**src/rtl/multicycle_control_unit.sv**
```systemverilog
// -----------------------------------------------------------------------------
// multicycle_control_unit
//
// Purpose: FSM sequencer for the 4-bit multicycle CPU datapath. It decodes the
// opcode held in the instruction register and drives every datapath strobe and
// mux select, one instruction at a time.
//
// Ports:
//   clk        in   rising-edge clock
//   reset      in   synchronous active-low reset (0 = reset)
//   run        in   start request, sampled only in IDLE
//   opcode     in   opcode field of the instruction register (opcode_t)
//   zero       in   registered ALU zero flag
//   ir_write   out  load instruction register
//   pc_write   out  load program counter
//   reg_write  out  write register file (rd)
//   mem_write  out  write data memory
//   alu_write  out  load ALU result register
//   zero_write out  load zero-flag register
//   alu_sel1   out  operand-1 select: 0=rd, 1=imm4, 2=const 1, 3=0
//   alu_sel2   out  operand-2 select: 0=imm2, 1=pc, 2=rs, 3=0
//   alu_op     out  ALU operation (alu_operation_t)
//   result_sel out  result select: 0=mem read data, 1=alu_out, 2=alu_result
//   halted     out  core stopped (HALT or illegal opcode)
//   illegal    out  stop was caused by an undefined opcode
//   retired    out  retired-instruction count [CNT_WIDTH-1:0]
//                   (only when CTRL_RETIRE_CNT_EN is defined)
//
// Optional feature macro: CTRL_RETIRE_CNT_EN
// -----------------------------------------------------------------------------

package multicycle_control_unit_pkg;

    typedef enum logic [3:0] {
        OP_NOP  = 4'd0,
        OP_ADD  = 4'd1,
        OP_SUB  = 4'd2,
        OP_AND  = 4'd3,
        OP_OR   = 4'd4,
        OP_ADDI = 4'd5,
        OP_LD   = 4'd6,
        OP_ST   = 4'd7,
        OP_BEQZ = 4'd8,
        OP_JMP  = 4'd9,
        OP_HALT = 4'd15
    } opcode_t;

    typedef enum logic [1:0] {
        ALU_ADD = 2'd0,
        ALU_SUB = 2'd1,
        ALU_AND = 2'd2,
        ALU_OR  = 2'd3
    } alu_operation_t;

endpackage

module multicycle_control_unit
    import multicycle_control_unit_pkg::*;
#(
    parameter int CNT_WIDTH = 16
) (
    input  logic           clk,
    input  logic           reset,
    input  logic           run,
    input  opcode_t        opcode,
    input  logic           zero,
    output logic           ir_write,
    output logic           pc_write,
    output logic           reg_write,
    output logic           mem_write,
    output logic           alu_write,
    output logic           zero_write,
    output logic [1:0]     alu_sel1,
    output logic [1:0]     alu_sel2,
    output alu_operation_t alu_op,
    output logic [1:0]     result_sel,
    output logic           halted,
    output logic           illegal
`ifdef CTRL_RETIRE_CNT_EN
    ,
    output logic [CNT_WIDTH-1:0] retired
`endif
);

    typedef enum logic [3:0] {
        S_IDLE   = 4'd0,
        S_FETCH  = 4'd1,
        S_DECODE = 4'd2,
        S_EXEC   = 4'd3,
        S_WB     = 4'd4,
        S_MEM_RD = 4'd5,
        S_LD_WB  = 4'd6,
        S_MEM_WR = 4'd7,
        S_BRANCH = 4'd8,
        S_JUMP   = 4'd9,
        S_STOP   = 4'd10
    } state_t;

    typedef struct packed {
        logic           ir_write;
        logic           pc_write;
        logic           reg_write;
        logic           mem_write;
        logic           alu_write;
        logic           zero_write;
        logic [1:0]     alu_sel1;
        logic [1:0]     alu_sel2;
        alu_operation_t alu_op;
        logic [1:0]     result_sel;
    } ctrl_t;

    if (CNT_WIDTH < 1) begin : g_cnt_width_invalid
        $error("CNT_WIDTH must be at least 1");
    end

    state_t state_r;
    state_t state_nxt_s;
    logic   illegal_hit_s;
    ctrl_t  ctrl_r;
    logic   halted_r;
    logic   illegal_r;

    // Control word for a given state. EXEC needs the opcode to pick the ALU
    // operation; it is sampled on the DECODE->EXEC edge while IR is stable.
    // The BRANCH pc_write term is left out here: it follows zero live.
    function automatic ctrl_t decode_ctrl(input state_t st, input opcode_t op);
        ctrl_t c;
        c        = '0;
        c.alu_op = ALU_ADD;
        case (st)
            S_FETCH: begin
                c.ir_write   = 1'b1;
                c.pc_write   = 1'b1;
                c.alu_sel1   = 2'd2;
                c.alu_sel2   = 2'd1;
                c.result_sel = 2'd2;
            end
            S_EXEC: begin
                c.alu_write  = 1'b1;
                c.zero_write = 1'b1;
                c.alu_sel1   = 2'd0;
                case (op)
                    OP_SUB:  begin c.alu_sel2 = 2'd2; c.alu_op = ALU_SUB; end
                    OP_AND:  begin c.alu_sel2 = 2'd2; c.alu_op = ALU_AND; end
                    OP_OR:   begin c.alu_sel2 = 2'd2; c.alu_op = ALU_OR;  end
                    OP_ADDI: begin c.alu_sel2 = 2'd0; c.alu_op = ALU_ADD; end
                    default: begin c.alu_sel2 = 2'd2; c.alu_op = ALU_ADD; end
                endcase
            end
            S_WB: begin
                c.reg_write  = 1'b1;
                c.result_sel = 2'd1;
            end
            S_LD_WB: begin
                c.reg_write  = 1'b1;
                c.result_sel = 2'd0;
            end
            S_MEM_WR: begin
                c.mem_write = 1'b1;
            end
            S_BRANCH: begin
                c.alu_sel1   = 2'd1;
                c.alu_sel2   = 2'd1;
                c.result_sel = 2'd2;
            end
            S_JUMP: begin
                c.pc_write   = 1'b1;
                c.alu_sel1   = 2'd1;
                c.alu_sel2   = 2'd3;
                c.result_sel = 2'd2;
            end
            default: begin
                c.ir_write = 1'b0;
            end
        endcase
        return c;
    endfunction

    // Next-state decode; unreachable encodings fall back to IDLE.
    always_comb begin
        state_nxt_s   = S_IDLE;
        illegal_hit_s = 1'b0;
        case (state_r)
            S_IDLE: begin
                if (run) begin
                    state_nxt_s = S_FETCH;
                end else begin
                    state_nxt_s = S_IDLE;
                end
            end
            S_FETCH:  state_nxt_s = S_DECODE;
            S_DECODE: begin
                case (opcode)
                    OP_NOP:  state_nxt_s = S_FETCH;
                    OP_ADD,
                    OP_SUB,
                    OP_AND,
                    OP_OR,
                    OP_ADDI: state_nxt_s = S_EXEC;
                    OP_LD:   state_nxt_s = S_MEM_RD;
                    OP_ST:   state_nxt_s = S_MEM_WR;
                    OP_BEQZ: state_nxt_s = S_BRANCH;
                    OP_JMP:  state_nxt_s = S_JUMP;
                    OP_HALT: state_nxt_s = S_STOP;
                    default: begin
                        state_nxt_s   = S_STOP;
                        illegal_hit_s = 1'b1;
                    end
                endcase
            end
            S_EXEC:   state_nxt_s = S_WB;
            S_WB:     state_nxt_s = S_FETCH;
            S_MEM_RD: state_nxt_s = S_LD_WB;
            S_LD_WB:  state_nxt_s = S_FETCH;
            S_MEM_WR: state_nxt_s = S_FETCH;
            S_BRANCH: state_nxt_s = S_FETCH;
            S_JUMP:   state_nxt_s = S_FETCH;
            S_STOP:   state_nxt_s = S_STOP;
            default:  state_nxt_s = S_IDLE;
        endcase
    end

    // State register plus registered outputs, decoded from the next state so
    // that strobes line up with the state they belong to.
    always_ff @(posedge clk) begin
        if (!reset) begin
            state_r   <= S_IDLE;
            ctrl_r    <= '0;
            halted_r  <= 1'b0;
            illegal_r <= 1'b0;
        end else begin
            state_r   <= state_nxt_s;
            ctrl_r    <= decode_ctrl(state_nxt_s, opcode);
            halted_r  <= (state_nxt_s == S_STOP);
            illegal_r <= illegal_r | illegal_hit_s;
        end
    end

`ifdef CTRL_RETIRE_CNT_EN
    logic [CNT_WIDTH-1:0] retired_r;

    // Retire count: every return to FETCH except the initial IDLE start.
    always_ff @(posedge clk) begin
        if (!reset) begin
            retired_r <= '0;
        end else if ((state_nxt_s == S_FETCH) && (state_r != S_IDLE)) begin
            retired_r <= retired_r + CNT_WIDTH'(1);
        end else begin
            retired_r <= retired_r;
        end
    end

    assign retired = retired_r;
`endif

    assign ir_write   = ctrl_r.ir_write;
    // Branch taken follows the live zero flag while in BRANCH.
    assign pc_write   = ctrl_r.pc_write | ((state_r == S_BRANCH) & zero);
    assign reg_write  = ctrl_r.reg_write;
    assign mem_write  = ctrl_r.mem_write;
    assign alu_write  = ctrl_r.alu_write;
    assign zero_write = ctrl_r.zero_write;
    assign alu_sel1   = ctrl_r.alu_sel1;
    assign alu_sel2   = ctrl_r.alu_sel2;
    assign alu_op     = ctrl_r.alu_op;
    assign result_sel = ctrl_r.result_sel;
    assign halted     = halted_r;
    assign illegal    = illegal_r;

endmodule

```
**config.mk**
```make
export PLATFORM = sky130hd
export DESIGN_NAME = multicycle_control_unit
export DESIGN_NICKNAME = d
export VERILOG_FILES = /design/src/rtl/multicycle_control_unit.sv
export SDC_FILE = /design/constraint.sdc
export NUM_CORES = 1
export LEC_CHECK = 0
export ABC_AREA = 1
export CORE_MARGIN = 1.5
export CORE_UTILIZATION = 41
export CTS_CLUSTER_DIAMETER = 60
export DETAILED_ROUTE_END_ITERATION = 10
export GPL_ROUTABILITY_DRIVEN = 1
export PLACE_DENSITY = 0.7
export SETUP_SLACK_MARGIN = 0.5
export SYNTH_ARGS = -nofsm -noshare
export SYNTH_HDL_FRONTEND = slang
export SYNTH_SLANG_ARGS = --single-unit
```
**constraint.sdc**
```tcl
create_clock -name clk -period 1.1 [get_ports clk]
set_input_delay 0.22 -clock clk [delete_from_list [all_inputs] [get_ports clk]]
set_output_delay 0.22 -clock clk [all_outputs]
set_load 0.01 [all_outputs]
```
After elaboration in Yosys (flattened, before gate mapping)
Cells that the tools add are included.

operators by class
  $mul = 0
  $add $sub $neg = 0
  equality and inequality tests = 28
  divide/modulo/power cells = 0
  multiplexer cells = 13
  magnitude comparators = 0
  bitwise logic cells = 3
  reductions and logical operators = 9
  shifts and indexed selects = 0

operators with widths
  cell                  number
  $eq A4 B3 Y1 const B  11
  $eq A4 B4 Y1 const B  9
  $pmux W4 S4           2
  $pmux W4 S7           1
  $pmux W4 S6           1
  $eq A4 B2 Y1 const B  5
  $eq A4 B1 Y1 const B  3
  $reduce_or A11 Y1     1
  $reduce_or A5 Y1      2
  $logic_not A4 Y1      2
  $mux W1               7
  $pmux W2 S2           1
  $reduce_or A2 Y1      2
  $reduce_or A3 Y1      1
  $mux W2               1
  $or A1 B1 Y1          2
  $reduce_and A2 Y1     1
  $and A1 B1 Y1         1

storage, ports and cells
  bits in latches = 0
  bits in registers = 20
  memory bits (writable) = 0
  word-level logic and storage cells = 66
  ROM bits = 0
  memories kept = 0
  output and inout bits = 16

Logic depth before layout (Yosys ltp)
  word-level depth = 7
  depth in mapped cells = 10

Least setup slack after synthesis
OpenSTA, ideal clock, no wires.

  path type = reg-to-reg
  start = register state_r[0]
  end = register ctrl_r (netlist bit alu_sel2[0])
  stages on the path, launching flop included = 10
  clock period less this slack = 1.131 ns
  data arrival time = 1.016 ns
  required time = 0.985 ns
  path buffers = 0
  setup slack = -0.031 ns
  path through = dfxtp_1 nand2_1 nand2_1 nand2_1 nor2_1 nand2_2 inv_2 nor2_4 nand2_2 nand2_1

between the ends
  cells in the longest elaborated chain, start to end = 5
  elaborated cells on any way between the ends = 18
  those cells by class = eq/ne: 14; mux: 2; reduce/logical: 2

RTL lines
  what                                                 RTL line  text
  start, declared                                      116       state_t state_r;
  start signal, assigned                               232       state_r <= state_nxt_s;
  $eq A4 B4 Y1 / $eq A4 B3 Y1 (equally long branches)  183       case (state_r)
  $reduce_or A5 Y1 (no source line)                    n/a
  $pmux W4 S7 (*)                                      183
  $eq A4 B4 Y1 (tied with other cells)                 130       case (st)
  $pmux W4 S4 (*)                                      130
  end signal, assigned                                 233       ctrl_r <= decode_ctrl(state_nxt_s, opcode);
  end, declared                                        119       ctrl_t ctrl_r;

Mark *: on every way between the ends. The rest lies on a longest branch, timed or not.
A chain may end at the register's enable or synchronous reset.

Final worst setup path
  start = register state_r[1]
  end = register halted_r (netlist: halted)

between the ends
  cells in the longest elaborated chain, start to end = 4
  elaborated cells on any way between the ends = 14
  those cells by class = eq/ne: 11; mux: 1; reduce/logical: 2

RTL lines
  what                                                 RTL line  text
  $eq A4 B4 Y1 / $eq A4 B3 Y1 (equally long branches)  183
  $reduce_or A5 Y1 (no source line)                    n/a
  $pmux W4 S7 (*)                                      183
  $eq A4 B4 Y1 (*)                                     234       halted_r <= (state_nxt_s == S_STOP);
  end signal, assigned                                 234
  end, declared                                        120       logic halted_r;

Marks and branches as above.

==> summary.txt <==
Status
  • Outcome: finished with violations
  • Failing checks: negative setup slack

Synthesis
  • Syn avg cell area: 7.609 µm²
  • Synthesized area: 844.6 µm²
  • Synthesis-stage register bit count: 19
  • Distinct cell type count after synthesis: 22
  • Post-synth top cells: nand2_1 (23), dfxtp_1 (19), inv_1 (15), nor2_1 (15), buf_4 (9)
  • Post-synth top area share: 45.04%
  • Most common cell in the netlist: nand2_1
  • Post-synth EDFFs: 0
  • Ys async rst share: 0%
  • Most common flop cell mapped by yosys: dfxtp_1
  • Syn Inst Count: 111
  • Largest cells by area after synthesis: dfxtp_1 (45%), nand2_1 (10%), buf_4 (8.0%), inv_1 (6.7%), nor2_1 (6.7%)
  • Syn nets: 119
  • Warnings, synthesis: 0
  • Sequential area share after synthesis: 45.04%
  • Area leader, netlist: dfxtp_1

Routing
  • Post-Route WL: 1763 µm
  • DR iter-0 viols: 7
  • Vias post-DR: 789
  • Post-route DRC: 0
  • Final ANT Viol Nets: 0
  • Routed len/inst: 9.960 µm
  • DR pass1 iterations: 4
  • Via/cell ratio: 4.458

Timing
  • Slew HR: 71.22%
  • Hold Vio Cnt, Final: 0
  • Min Clock Period, post-route: around 1.3 ns
  • Worst setup margin: -0.2274 ns
  • Final Slew Violations: 0
  • Clock skew: 0.002051 ns
  • TNS Setup: -3.010 ns
  • RSZ-0062 raised after global routing: true
  • Fmax: 753.4 MHz
  • Worst-Margin Slew: 0.4298 ns
  • Finish-stage setup viols: 19
  • Fin crit share: 120.7%

Die
  • Num ports: 24
  • Initial Util: 43.49%
  • Die ar.: 0.002341 mm²
  • # rows: 16
  • Die outline height: 48.39 µm
  • Core Box Area: 0.001942 mm²
  • Die W: 48.39 µm

Clock tree
  • Longest Clk Path Bufs: 2
  • CTS root buffer: clkbuf_4
  • H-tree Lvls: 1
  • CTS Buf Count: 3
  • Hold Buf Count CTS: 0
  • CTS tree: yes
  • Clock transition at path regs: 0.11 ns
  • Sink count of the clock tree: 19
  • Clock Latency Late Sink: between 0.2 and 0.3 ns

Placed design
  • Detailed placement HPWL: between 1000 and 1500 µm
  • IO buf count: 23
  • GPL Wtd Cong: 0.7394

Layout
  • Fill count: 150
  • Area Overhead vs Synth: 59.26%
  • Register area: 391.6 µm²
  • Share of cells above drive strength 1: between 60 and 70%
  • Final #Nets: approximately 160
  • Antenna Cells: 0
  • Area of the multi-input gates: 440.4 µm²

Worst hold path
  • Hold WC Path Type: primary input to register

Global route
  • Gr usage total: 15.10%
  • Largest net degree at the start of global routing: 12
  • Total gr overflow: 0
  • Met3 Track Usage GR: 3.395%
  • Initial antenna violation count: 0
  • First-pass GRT wire length: slightly below 3000 µm
  • Global route hottest layer: met2
  • GR Util met1: 17.09%
  • Vias in the first global route: 755
  • Met2 usage: 28.24%

Flow run
  • Max-cap viol count: 0

Power and ir drop
  • Worst VDD drop: roughly 0.00066 V
  • Pwr dens: 1217 mW/mm²
  • Internal: 1.124 mW
  • Part of the power in combinational logic: approximately 32%
  • Lkg Pwr: about 0.69 nW
  • Clock network power share: 21.1%
  • Psw: 513.2 µW
  • Sequential share of power: a little under half
  • Switching share of power: between 30% and 40%
  • Final total power: ~1.6 mW

Setup path
  • CP Class: register to register
  • Worst-path maximum fanout: 4
  • CP endpoint kind: register
  • Worst path arrival time: between 1.5 and 2 ns
  • WP data required: 1.34 ns
  • CP Launch Type: register
  • R2R Setup Slk: -0.23 ns
## sequential cells by signal (all words and copies together) (netlist names)
register and flops:
alu_write 1, halted 1, illegal 1, ctrl_r 1, ir_write 1, result_sel 2
reg_write 1, alu_sel1 2, alu_sel2 2, state_r 4, alu_op 2, mem_write 1
## routing by layer
layer | vias to the layer above | share of wire [%]
li1 | 408 | -
met1 | 363 | 41
met2 | 16 | 53
met3 | 2 | 4.6
met4 | 0 | 0.34
met5 | - | 0
## cell usage in the layout (no fill, tap or decap), drive strengths merged
| master | count |
|---|---|
| buf | 37 |
| nand2 | 29 |
| dfxtp | 19 |
| nor2 | 19 |
| inv | 18 |
| clkdlybuf4s50 | 6 |
| nand3 | 4 |
| nor3 | 4 |
| clkbuf | 3 |
| o21ai | 2 |
| a31o | 1 |
| o211ai | 1 |
| a21oi | 1 |
| nand4 | 1 |
| a31oi | 1 |
| and3 | 1 |
| o21a | 1 |
| clkinv | 1 |
| dlymetal6s2s | 1 |
## per-stage QoR
| stage | hold slack, ns | worst slack, ns | std cells | utilization, % | instance area [µm²] |
|---|---|---|---|---|---|
| 2_1_floorplan | 0.2968 | -0.001439 | 111 | - | 889.6 |
| 3_3_place_gp | 0.4536 | -0.4529 | 172 | 61.92 | 1202 |
| 3_5_place_dp | 0.4593 | -0.4589 | 172 | 61.92 | 1202 |
| 6_report | 0.4597 | -0.2274 | 177 | 69.27 | 1345 |
| 5_1_grt | 0.5020 | -0.3254 | 177 | 69.27 | 1345 |
| 4_1_cts | 0.4889 | -0.1956 | 176 | 62.69 | 1217 |
## area by class of cell
cell class                 count  share of cell area [%]
multi-input combinational     65                   32.74
sequential                    19                   29.12
timing repair buffer          44                   28.00
inverter                      18                   5.581
tap                           27                   2.512
clock buffer                   3                   1.674
clock inverter                 1                  0.3721
## what timing repair did
action | in CTS | in global routing
pin swaps | 8 | 12
endpoints found under the setup margin | 35 | 35
gates resized for setup | 85 | 38
hold endpoints to repair | 0 | 0
buffers inserted | 0 | 1
## final timing paths
path / startpoint / to / cells past startpoint
max: state_r[1] / halted / 6
min: opcode[3] / alu_sel2[1] / 6
max reg2reg: state_r[1] / halted / 6
min reg2reg: illegal / illegal / 1
## power by group through the flow
stage,Clock (mW),Combinational [mW],Sequential (mW)
final,0.345,0.525,0.767
after detailed placement,0,0.452,0.781
after global routing,0.381,0.568,0.774
after global placement,0,0.445,0.779
after floorplan,0,0.265,0.797
after CTS,0.353,0.460,0.767
## critical path, cell delays in order (launching register included)
cell      delay (ns)
dfxtp_2         0.35
buf_6           0.11
inv_6           0.04
nor2_4          0.12
o211ai_1        0.21
nor2_2          0.25
and3_4          0.20
## logic make-up (layout without fill, tap and decap cells)
logic type | count (synthesis) | after routing | synth area share (%)
buf+inv | 27 | 66 | 16.00
flops | 19 | 19 | 45.04
simple gates | 58 | 58 | 33.63
compound gates | 7 | 7 | 5.334
No activity file was read; power rests on OpenSTA's default activity.
